[config.mk]
export PLATFORM = sky130hd
export DESIGN_NAME = gmii_mux_sched
export DESIGN_NICKNAME = d
export VERILOG_FILES = /design/src/rtl/gmii_mux_sched.sv
export SDC_FILE = /design/constraint.sdc
export NUM_CORES = 1
export LEC_CHECK = 0
export ABC_AREA = 0
export ABC_CLOCK_PERIOD_IN_PS = 4110
export BUFFER_PORTS_ARGS = -buffer_cell sky130_fd_sc_hd__buf_2
export CAP_MARGIN = 20
export CORE_MARGIN = 2
export CORE_UTILIZATION = 54
export CTS_CLUSTER_SIZE = 24
export DETAILED_ROUTE_END_ITERATION = 6
export PLACE_DENSITY = 0.77
export SETUP_SLACK_MARGIN = 0.1
export SYNTH_ARGS = -nofsm -noshare
export SYNTH_HDL_FRONTEND = slang
export SYNTH_SLANG_ARGS = --single-unit
[constraint.sdc]
create_clock -name gtx_clk -period 4.11 [get_ports gtx_clk]
set_clock_uncertainty 0.2 [all_clocks]
set_input_delay 0.2055 -clock gtx_clk [delete_from_list [all_inputs] [get_ports gtx_clk]]
set_output_delay 0.2055 -clock gtx_clk [all_outputs]
set_load 0.05 [all_outputs]
[src/rtl/gmii_mux_sched.sv]
// gmii_mux_sched: frame-aware arbiter for the GMII output mux; grants one source per frame
// and only re-arbitrates after a full inter-frame gap. Optional watchdog: GMII_MUX_SCHED_WDOG_EN.
module gmii_mux_sched #(
  parameter int C_NUM_INPUTS      = 6,
  parameter int C_IFG_BYTES       = 12,
  parameter int C_START_TIMEOUT   = 64,
  parameter int C_MAX_FRAME_BYTES = 16383
) (
  input  logic                    gtx_clk,
  input  logic                    gtx_resetn,
  input  logic [C_NUM_INPUTS-1:0] req,
  input  logic [C_NUM_INPUTS-1:0] enable_mask,
  input  logic                    prio_mode,
  input  logic                    mon_tx_en,
  output logic [C_NUM_INPUTS-1:0] grant,
  output logic [7:0]              select,
  output logic                    busy,
  output logic [31:0]             frames_cnt,
  output logic [15:0]             timeout_cnt,
  output logic                    wdog_err
);

  typedef enum logic [1:0] {
    IDLE       = 2'd0,
    WAIT_START = 2'd1,
    ACTIVE     = 2'd2,
    IFG        = 2'd3
  } state_t;

  // One shared phase counter, wide enough for the longest limit it is compared against.
  localparam int LP_LIM = (C_MAX_FRAME_BYTES > 255) ? C_MAX_FRAME_BYTES : 255;
  localparam int LP_CW  = $clog2(LP_LIM + 1);
  localparam int LP_IW  = (C_NUM_INPUTS > 1) ? $clog2(C_NUM_INPUTS) : 1;
  localparam logic [LP_CW-1:0] LP_TMO_LAST = LP_CW'(C_START_TIMEOUT - 1);
  localparam logic [LP_CW-1:0] LP_IFG_LAST = LP_CW'(C_IFG_BYTES - 1);
`ifdef GMII_MUX_SCHED_WDOG_EN
  localparam logic [LP_CW-1:0] LP_WDOG_LAST = LP_CW'(C_MAX_FRAME_BYTES - 1);
`endif

  state_t                  r_state, w_state_nxt;
  logic [C_NUM_INPUTS-1:0] r_grant, w_grant_nxt, w_elig;
  logic [2:0]              r_last, w_last_nxt, w_win;
  logic [7:0]              r_select, w_select_nxt;
  logic [LP_CW-1:0]        r_cnt, w_cnt_nxt;
  logic [31:0]             r_frames, w_frames_nxt;
  logic [15:0]             r_tmo, w_tmo_nxt;
  logic                    r_busy, r_wdog, w_wdog_nxt;

  // Fixed mode scans 0 upward; round-robin scans last+1 upward with wrap, so last comes last.
  function automatic logic [2:0] f_pick(input logic [C_NUM_INPUTS-1:0] elig,
                                        input logic [2:0] last, input logic fixed);
    logic [2:0] win;
    logic       found;
    int         idx;
    win   = 3'd0;
    found = 1'b0;
    for (int i = 1; i <= C_NUM_INPUTS; i++) begin
      idx = fixed ? (i - 1) : ((int'(last) + i) % C_NUM_INPUTS);
      if (!found && elig[LP_IW'(idx)]) begin
        win   = 3'(idx);
        found = 1'b1;
      end
    end
    return win;
  endfunction

  // Next-state and next-output logic.
  always_comb begin
    w_elig       = req & enable_mask;
    w_win        = f_pick(w_elig, r_last, prio_mode);
    w_state_nxt  = r_state;
    w_grant_nxt  = r_grant;
    w_select_nxt = r_select;
    w_last_nxt   = r_last;
    w_cnt_nxt    = r_cnt;
    w_frames_nxt = r_frames;
    w_tmo_nxt    = r_tmo;
    w_wdog_nxt   = 1'b0;
    case (r_state)
      IDLE: begin
        w_grant_nxt = {C_NUM_INPUTS{1'b0}};
        if (|w_elig) begin
          w_state_nxt  = WAIT_START;
          w_grant_nxt  = C_NUM_INPUTS'(1'b1) << w_win;
          w_select_nxt = {5'd0, w_win};
          w_last_nxt   = w_win;
          w_cnt_nxt    = {LP_CW{1'b0}};
        end else begin
          w_state_nxt = IDLE;
        end
      end
      WAIT_START: begin
        if (mon_tx_en) begin
          w_state_nxt = ACTIVE;
          w_cnt_nxt   = {LP_CW{1'b0}};
        end else if (r_cnt == LP_TMO_LAST) begin
          w_state_nxt = IFG;
          w_grant_nxt = {C_NUM_INPUTS{1'b0}};
          w_tmo_nxt   = (r_tmo == 16'hFFFF) ? r_tmo : r_tmo + 16'd1;
          w_cnt_nxt   = {LP_CW{1'b0}};
        end else begin
          w_cnt_nxt = r_cnt + LP_CW'(1);
        end
      end
      ACTIVE: begin
        if (!mon_tx_en) begin
          w_state_nxt  = IFG;
          w_grant_nxt  = {C_NUM_INPUTS{1'b0}};
          w_frames_nxt = r_frames + 32'd1;
          w_cnt_nxt    = {LP_CW{1'b0}};
        end
`ifdef GMII_MUX_SCHED_WDOG_EN
        else if (r_cnt == LP_WDOG_LAST) begin
          w_state_nxt = IFG;
          w_grant_nxt = {C_NUM_INPUTS{1'b0}};
          w_wdog_nxt  = 1'b1;
          w_cnt_nxt   = {LP_CW{1'b0}};
        end else begin
          w_cnt_nxt = r_cnt + LP_CW'(1);
        end
`else
        else begin
          w_state_nxt = ACTIVE;
        end
`endif
      end
      IFG: begin
        if (r_cnt == LP_IFG_LAST) begin
          w_state_nxt = IDLE;
          w_cnt_nxt   = {LP_CW{1'b0}};
        end else begin
          w_cnt_nxt = r_cnt + LP_CW'(1);
        end
      end
      default: begin
        w_state_nxt = IDLE;
        w_grant_nxt = {C_NUM_INPUTS{1'b0}};
        w_cnt_nxt   = {LP_CW{1'b0}};
      end
    endcase
  end

  // State and registered outputs.
  always_ff @(posedge gtx_clk or negedge gtx_resetn) begin
    if (!gtx_resetn) begin
      r_state  <= IDLE;
      r_grant  <= {C_NUM_INPUTS{1'b0}};
      r_select <= 8'd0;
      r_last   <= 3'd0;
      r_cnt    <= {LP_CW{1'b0}};
      r_frames <= 32'd0;
      r_tmo    <= 16'd0;
      r_busy   <= 1'b0;
      r_wdog   <= 1'b0;
    end else begin
      r_state  <= w_state_nxt;
      r_grant  <= w_grant_nxt;
      r_select <= w_select_nxt;
      r_last   <= w_last_nxt;
      r_cnt    <= w_cnt_nxt;
      r_frames <= w_frames_nxt;
      r_tmo    <= w_tmo_nxt;
      r_busy   <= (w_state_nxt != IDLE);
      r_wdog   <= w_wdog_nxt;
    end
  end

  assign grant       = r_grant;
  assign select      = r_select;
  assign busy        = r_busy;
  assign frames_cnt  = r_frames;
  assign timeout_cnt = r_tmo;
  assign wdog_err    = r_wdog;

endmodule

; Word level (Yosys, flattened, before mapping)
; Cells that the tools add are included.
[totals]
register_bits = 74
in_bits = 16
out_inout_bits = 64
wordCells = 113
[op_classes]
n_addsub = 9
div_mod_pow = 6
order_cmp = 6
eq_ne = 10
shift = 1
mux = 52
bitwise_logic = 3
reduce_logical = 19
[ops]
columns = cell, n
row1 = "remainder unit 32 x 4 -> 32 bit, second input constant", 6
row2 = two-way mux 14 bit, 5
row3 = case mux 14 bit (4 select lines), 1
row4 = two-way mux 3 bit, 12
row5 = "adder 32 x 1 -> 32 bit, second input constant", 1
row6 = "< comparator 3 x 5 -> 1 bit, second input constant", 6
row7 = two-way mux 6 bit, 4
row8 = two-way mux 1 bit, 19
row9 = binary-select mux 1 bit (select 3 bit), 6
row10 = case mux 6 bit (3 select lines), 1
row11 = "adder 16 x 1 -> 16 bit, second input constant", 1
row12 = "== test 16 bit, second input constant", 1
row13 = "adder 14 x 1 -> 14 bit, second input constant", 1
row14 = "== test 14 x 4 -> 1 bit, second input constant", 1
row15 = "== test 14 x 6 -> 1 bit, second input constant", 1
row16 = "adder 3 x 3 -> 4 bit, second input constant", 3
row17 = "adder 3 x 2 -> 4 bit, second input constant", 2
row18 = "inequality test 2 bit, second input constant", 4
row19 = case mux 2 bit (4 select lines), 1
row20 = AND reduction 4 bit, 2
row21 = AND 6 bit, 1
row22 = two-way mux 2 bit, 3
row23 = AND reduction 2 bit, 3
row24 = OR reduction 6 bit, 1
row25 = other kinds (10), 20

; Depth between registers and ports, before layout
; Gate-level depths: netlist of the first run.
[logic_depth]
word_depth = 25
depth_mapped = 15
mapped_depth_nobuf = 14

; Worst setup path before layout of the first run
; OpenSTA, ideal clock, no wires.
[synth_path]
kind = reg2reg
from = register r_last[0]
to = register r_grant[4], in the netlist grant[4]
setup_ns = 0.121
arrival_time_ns = 3.744
t_required_ns = 3.789
slack_ns = 0.046
stages_incl_launch_ff = 15
path_buffers = 1
synth_period_minus_slack_ns = 4.064
cell_sequence = dfrtp_1 > buf_4 > inv_1 > ha_1 > xnor2_4 > ha_1 > nor2b_1 > a211oi_1 > or4_4 > o31a_1 > nor4_4 > a21boi_1 > a311oi_1 > a31o_1 > a22o_1
[synth_between]
elab_chain_len = 25
word_cells_on_any_way = 60
classes_between = 6 x add/sub / 6 x div / 1 x shift / 37 x mux / 10 x reduce/logical
[synth_lines]
columns = item, line
row1 = start: declaration, 42  ; logic [2:0] r_last, w_last_nxt, w_win;
row2 = start signal: assignment, 159  ; r_last <= w_last_nxt;
row3 = adder 3 x 1 -> 4 bit, 58  ; idx = fixed ? (i - 1) : ((int'(last) + i) % C_NUM_INPUTS);
row4 = remainder unit 32 x 4 -> 32 bit, 58
row5 = two-way mux 3 bit, 58
row6 = binary-select mux 1 bit (select 3 bit), 59  ; if (!found && elig[LP_IW'(idx)]) begin
row7 = two-way mux 1 bit (implied by the code) (2 in a row), 59
row8 = two-way mux 1 bit, 59
row9 = logical NOT 1 bit, 59
row10 = logical AND 1 bit, 59
row11 = [... 8 more ...], --
row12 = logical AND 1 bit, 59
row13 = two-way mux 1 bit, 59
row14 = logical NOT 1 bit, 59
row15 = logical AND 1 bit, 59
row16 = two-way mux 3 bit (*), 59
row17 = left shift 1 x 3 -> 6 bit (*), 84  ; w_grant_nxt = C_NUM_INPUTS'(1'b1) << w_win;
row18 = two-way mux 6 bit (*), 82  ; if (|w_elig) begin
row19 = case mux 6 bit (3 select lines) (*), 79  ; case (r_state)
row20 = end signal: assignment, 147  ; r_grant <= {C_NUM_INPUTS{1'b0}};
row21 = end signal: assignment, 157  ; r_grant <= w_grant_nxt;
row22 = end: declaration, 41  ; logic [C_NUM_INPUTS-1:0] r_grant, w_grant_nxt, w_elig;
; Mark *: on every way between the ends. The rest lies on a longest branch, timed or not. The select of a mux whose other input is x is not followed.
; A chain may end at the register's enable or synchronous reset.

; Worst setup path in the final report of the first run
[layout_path]
from = register r_last[2]
to = register r_grant[4], in the netlist grant[4]
; Same word-level chain as after synthesis.

==> results by group, run 1 <==
Status
  • Status: finished, final reports clean

Setup path
  • Startpoint Class: register
  • Worst-case reg-to-reg path depth: 13
  • Buf/Inv on CP: 2
  • Crit path arrival time: 3860 ps
  • CP Launch Point: r_last[2]
  • CP peak stage delay: 560 ps
  • CP top delay family: compound AO/OA/AOI/OAI gates
  • Most frequent cell on the critical path: ha_1
  • CP Depth: 13
  • Crit-path cells: buf_4 -> inv_1 -> ha_1 -> a21o_1 -> ha_1 -> nor2b_1 -> a32oi_1 -> a221o_1 -> a21boi_1 -> or4_1 -> o311ai_2 -> nor3b_2 -> a22o_1
  • R2R setup slack: 330 ps
  • Critical Path Fanout Max: 10
  • Setup crit end kind: register
  • Worst setup path category: register to register
  • Crit Reg-Reg Endpoint: grant[4]
  • CP max stage cell: a32oi_1
  • CP required: 4190 ps
  • Crit Reg-Reg Startpoint: r_last[2]

Clocking
  • CTS max path bufs: 2
  • H-tree levels: 3
  • CTS tree: done
  • CTS clk-pin slew, worst paths: 70 ps
  • TritonCTS buffer count: 9
  • Worst-skew pair later-pin latency: 340 ps
  • Clock Tree Root: clkbuf_8
  • CTS Sinks: 74

Detailed routing
  • Total number of vias: 3,862
  • Initial drt markers: 243
  • Detailed Route WL: 10,100 um
  • Via density: 5.74
  • Avg WL per Cell: 15.0 um
  • DR DRC count: 0
  • Drt pass-1 iters: 5
  • Final ANT Viol Nets: 0

Timing
  • Setup TNS: 0 ps
  • Max-slew headroom: 39.5%
  • Tightest Pin Transition: 907 ps
  • Final setup fails: 0
  • Final worst-path cycle share: 92.0%
  • RSZ-0062 raised after global routing: no
  • Tmin final: 3780 ps
  • Final number of hold-violating endpoints: 0
  • Hold slack: 119 ps
  • Peak Freq: 0.264 GHz
  • Pins Over Slew Limit: 0
  • Final WS setup: 327 ps

Global routing
  • Vias in the first global route: 3,665
  • Pin count of the biggest net entering global routing: 75
  • All-Layer GR Usage: 22.4%
  • First-pass GRT wire length: 17,600 um
  • Grt total ovfl: 0
  • Initial antenna violation count: 0

Synthesis
  • Register area share after synthesis: 39.8%
  • Leading area contributor after synthesis: dfrtp_1
  • Post-synth EDFFs: 0
  • Number of synthesis warnings: 0
  • Synthesized area: 4650 um2
  • Syn Area/Cell: 9.58 um2
  • Yosys cell types: 80
  • Area contributors post-synth: dfrtp_1 40%, xnor2_1 6.0%, ha_1 5.1%, xor2_1 3.6%, nand2_1 3.4%
  • Async SR Flop Fraction: 100%
  • Synth top area share: 39.8%
  • Mapped Cells: 485
  • Synth Register Bits: 74
  • Main flop type after synthesis: dfrtp_1

Pwr
  • Cell-internal power: 1.75 mW
  • Sw Ratio: 44.0%
  • Flop pwr share: 27.9%
  • Worst vdd ir: 0.229 mV
  • P per Cell Area: 585 nW/um2
  • Switch Pwr: 1.38 mW
  • Clock power frac: 19.7%
  • Comb pwr share: 52.4%
  • P_leak: 2.56 nW
  • Overall Power: 3.13 mW

Cells and area
  • Commonest non-fill, non-tap cells in the layout: 72 x buf_2, 71 x dfrtp_1, 42 x nand2_1
  • Layout cells sized above 1: 22.4%
  • Final Util: 64.4%
  • Commonest non-fill, non-tap cell in the layout: buf_2
  • Final non-filler cell total: 673
  • Post-route cell area: 5350 um2
  • Fillers: 676
  • Final net count: 599
  • Synth-to-layout area growth: 15.0%
  • ANT cells: 0
  • Multi-input gate area: 2640 um2
  • Register area: 1860 um2

Floorplan
  • Starting density of the core: 56.0%
  • IO Pins: 80
  • Die span in y: 96.8 um
  • Die X: 96.8 um
  • Die ar.: 9360 um2
  • Core Area: 8300 um2
  • Core Rows: 33

Place
  • Buffers on Ports: 73
  • Placed Area: 5090 um2
  • HPWL Detailed: 7530 um
  • Gp weighted congestion: 0.923
  • DP Cell Count: 654
  • Post-Place Worst Slack: 63.3 ps

Worst hold path
  • Hold Path Origin: mon_tx_en
  • Hold endpoint: frames_cnt[2]
  • HP Class: input port to register
  • Worst Hold Depth: 4

Job
  • Max-cap violations: 0
-- cells in the mapped netlist, types with 4 or more instances --
library cell  count
a21o_1            4
xor2_1           19
inv_1            15
nand3b_1          4
and3_1           14
o21ai_1           4
or3_1             6
ha_1             19
buf_4             9
buf_2             4
o21ai_0          19
a21oi_1          23
a31oi_1           5
nand3_1          27
nor2_1           35
nand4_1          14
nand2b_1          7
and2_1            4
xnor2_1          32
mux2i_1           6
nand2_1          42
nor3_1            8
dfrtp_1          74
a22o_1            6
nor2b_1           6
-- registers in the layout, summed over array words and instances (netlist names) --
| register | flops |
|---|---|
| frames_cnt | 32 |
| r_last | 3 |
| r_state | 2 |
| busy | 1 |
| r_cnt | 14 |
| grant | 6 |
| timeout_cnt | 16 |
-- layout make-up --
cell class                 instances  share of cell area, %
clock buffer                      11                   2.65
sequential                        74                   34.7
timing repair buffer              82                   8.19
inverter                          17                   1.19
clock inverter                     4                   1.43
tap                              105                   2.46
multi-input combinational        380                   49.4
-- worst max-delay path by stage --
| stage | end | slack, ps |
|---|---|---|
| 3_5_place_dp | r_last[2] | 60 |
| 4_1_cts | r_last[2] | 150 |
| 3_3_place_gp | r_last[2] | 290 |
| 6_report | grant[4] | 330 |
| 2_1_floorplan | grant[4] | 140 |
| 5_1_grt | r_last[2] | 120 |
-- power groups by stage --
stage,sequential [mW],combinational [mW],clock [mW]
after floorplan,1.05,1.07,0
after global placement,0.881,1.53,0
after detailed placement,0.885,1.57,0
after CTS,0.870,1.60,0.629
after global routing,0.884,1.80,0.664
final,0.871,1.64,0.618
-- per-layer routing --
metal	wire length [um]	vias up	GRT usage, %
li1	-	1896	-
met1	4750	1856	31.3
met2	4740	105	36.1
met3	546	5	5.42
met4	58	0	3.79
met5	0	-	0
-- worst min-delay path: stages --
cell,delay (ps)
buf_2,140
nor2b_1,120
nand2_1,100
xnor2_1,60
-- cells by family after synthesis --
kind of cell / Yosys count / synth area share, %
AO/OA/AOI/OAI: 104 / 16.5
XOR/XNOR: 53 / 10.6
adder cells (fa/ha/maj): 19 / 5.12
buffers and inverters: 36 / 3.93
flip-flops: 74 / 39.8
multiplexers: 9 / 2.02
other: 1 / 0.0807
AND/OR/NAND/NOR: 189 / 21.9
-- what timing repair did --
action | 4_1_cts | 5_1_grt
pin swaps | 0 | 1
cloned | 0 | 0
setup buffers | 1 | 2
gates resized for setup | 0 | 4
endpoints found under the hold margin | 74 | 0
setup endpoints to repair | 3 | 8
hold buffers | 1 | 0
Power figures use the tool's default switching activity.
==> run 2, diff against run 1 <==
CTS_CLUSTER_SIZE = default   (was 24)
HOLD_SLACK_MARGIN = 0.15   (was default)
SETUP_SLACK_MARGIN = 0.02   (was 0.1)
==> results by group, run 2 (synthesis results as in run 1) <==
Setup path
  • CP required: 4100 ps
  • CP top delay family: compound AO/OA/AOI/OAI gates
  • Critical Path Fanout Max: 6
  • Crit-path cells: ha_1 -> a21oi_4 -> inv_2 -> ha_1 -> nor2b_2 -> a211oi_1 -> or4_4 -> o31a_1 -> nor4_4 -> a21boi_1 -> a311oi_1 -> a31oi_1 -> o21ai_0
  • CP max stage cell: or4_4
  • Crit path arrival time: 3820 ps
  • Startpoint Class: register
  • Buf/Inv on CP: 1
  • CP peak stage delay: 550 ps
  • Most frequent cell on the critical path: ha_1
  • Setup crit end kind: register
  • Worst setup path category: register to register

Timing
  • Setup TNS: 0 ps
  • Tmin final: 3830 ps
  • Peak Freq: 0.261 GHz
  • Final setup fails: 0
  • Final worst-path cycle share: 93.1%
  • Final number of hold-violating endpoints: 0
  • Hold slack: 267 ps
  • Pins Over Slew Limit: 0
  • Tightest Pin Transition: 916 ps
  • Max-slew headroom: 39.0%
  • RSZ-0062 raised after global routing: no

Floorplan
  • Die span in y: 96.8 um
  • Core Area: 8300 um2
  • Starting density of the core: 56.0%
  • IO Pins: 80
  • Die X: 96.8 um
  • Core Rows: 33
  • Die ar.: 9360 um2

Global routing
  • Pin count of the biggest net entering global routing: 75
  • Initial antenna violation count: 0
  • All-Layer GR Usage: 22.4%
  • First-pass GRT wire length: 17,700 um
  • Vias in the first global route: 3,709
  • Grt total ovfl: 0

Cells and area
  • Post-route cell area: 5340 um2
  • Commonest non-fill, non-tap cell in the layout: dfrtp_1
  • Synth-to-layout area growth: 14.9%
  • Final net count: 598
  • ANT cells: 0
  • Commonest non-fill, non-tap cells in the layout: 73 x dfrtp_1, 72 x buf_2, 42 x nand2_1
  • Layout cells sized above 1: 21.7%
  • Largest register FFs: 32
  • Final non-filler cell total: 673

Place
  • Buffers on Ports: 73
  • Gp weighted congestion: 1.00
  • HPWL Detailed: 7550 um
  • Placed Area: 5090 um2
  • DP Cell Count: 655

Detailed routing
  • Total number of vias: 3,851
  • Initial drt markers: 247
  • Detailed Route WL: 10,200 um
  • Final ANT Viol Nets: 0
  • DR DRC count: 0
  • Avg WL per Cell: 15.2 um
  • Via density: 5.72
  • Drt pass-1 iters: 5

Clocking
  • H-tree levels: 3
  • Postcts setup bufs: 0
  • CTS tree: done
  • CTS max path bufs: 2
  • CTS clk-pin slew, worst paths: 70 ps
  • CTS Sinks: 74
  • TritonCTS buffer count: 9
  • Clock Tree Root: clkbuf_8
  • Worst-skew pair later-pin latency: 340 ps

Job
  • Max-cap violations: 0

Worst hold path
  • HP Class: input port to register

Pwr
  • P_leak: 2.57 nW
  • P per Cell Area: 580 nW/um2
  • Worst vdd ir: 0.233 mV

Status
  • Status: finished, final reports clean
-- run 2: cell count changes in the layout (fill, tap and decap cells not counted), moves of 2 or more --
cell	change
ha_1	+2
dfrtp_1	+2
clkinv_2	+2
buf_4	-2
ha_2	-2
dfrtp_2	-2
-- run 2: layout make-up --
class | instances | area (um2)
repair buffers | 81 | 433
well taps | 105 | 131
clock buffers | 10 | 138
inverters | 17 | 63.8
fillers | 676 | 2960
clock inverters | 6 | 87.6
flip-flops and latches | 74 | 1850
multi-input cells | 380 | 2630
-- run 2: per-stage QoR --
stage | worst slack (ps) | total power, mW | utilization, %
final | 282 | 3.10 | 64.3
after floorplan | 45.5 | 2.12 | -
after global placement | 371 | 2.40 | 61.3
after CTS | 165 | 3.09 | 64.3
after global routing | 88.0 | 3.32 | 64.3
after detailed placement | 201 | 2.45 | 61.3
-- run 2: worst paths after layout --
path	startpoint	endpoint	slack [ps]	cells past startpoint
hold / removal	req[4]	r_state[0]	270	5
hold reg to reg	frames_cnt[31]	frames_cnt[31]	270	1
setup / recovery	r_last[2]	r_last[2]	280	13
max in group asynchronous	gtx_resetn	r_last[1]	2710	2
setup reg to reg	r_last[2]	r_last[2]	280	13
min in group asynchronous	gtx_resetn	r_cnt[0]	340	2
-- run 2: timing repair --
| item | 4_1_cts | 5_1_grt |
|---|---|---|
| endpoints found under the hold margin | 77 | 0 |
| resized for setup | 0 | 2 |
| hold buffers | 2 | 0 |
| endpoints found under the setup margin | 0 | 7 |
-- run 2: routing by layer --
layer  wire length [um]  track usage (%)  vias up
met5                  0                0        -
met4                 88             5.42        0
met3                592             5.71       10
met2               4820             35.4      107
met1               4700             31.0     1840
li1                   -                -     1894
-- run 2: power breakdown --
group	leakage (nW)	internal (mW)	switching, mW
sequential	1.01	0.798	0.0716
combinational	1.45	0.561	1.04
clock	0.117	0.360	0.269
total	2.57	1.72	1.38
-- run 2: worst register-to-register path, cell delays in order, from the launching register on --
cell,delay (ps)
dfrtp_1,510
ha_1,280
a21oi_4,220
inv_2,70
ha_1,310
nor2b_2,160
a211oi_1,110
or4_4,550
o31a_1,310
nor4_4,280
a21boi_1,210
a311oi_1,80
a31oi_1,260
o21ai_0,120
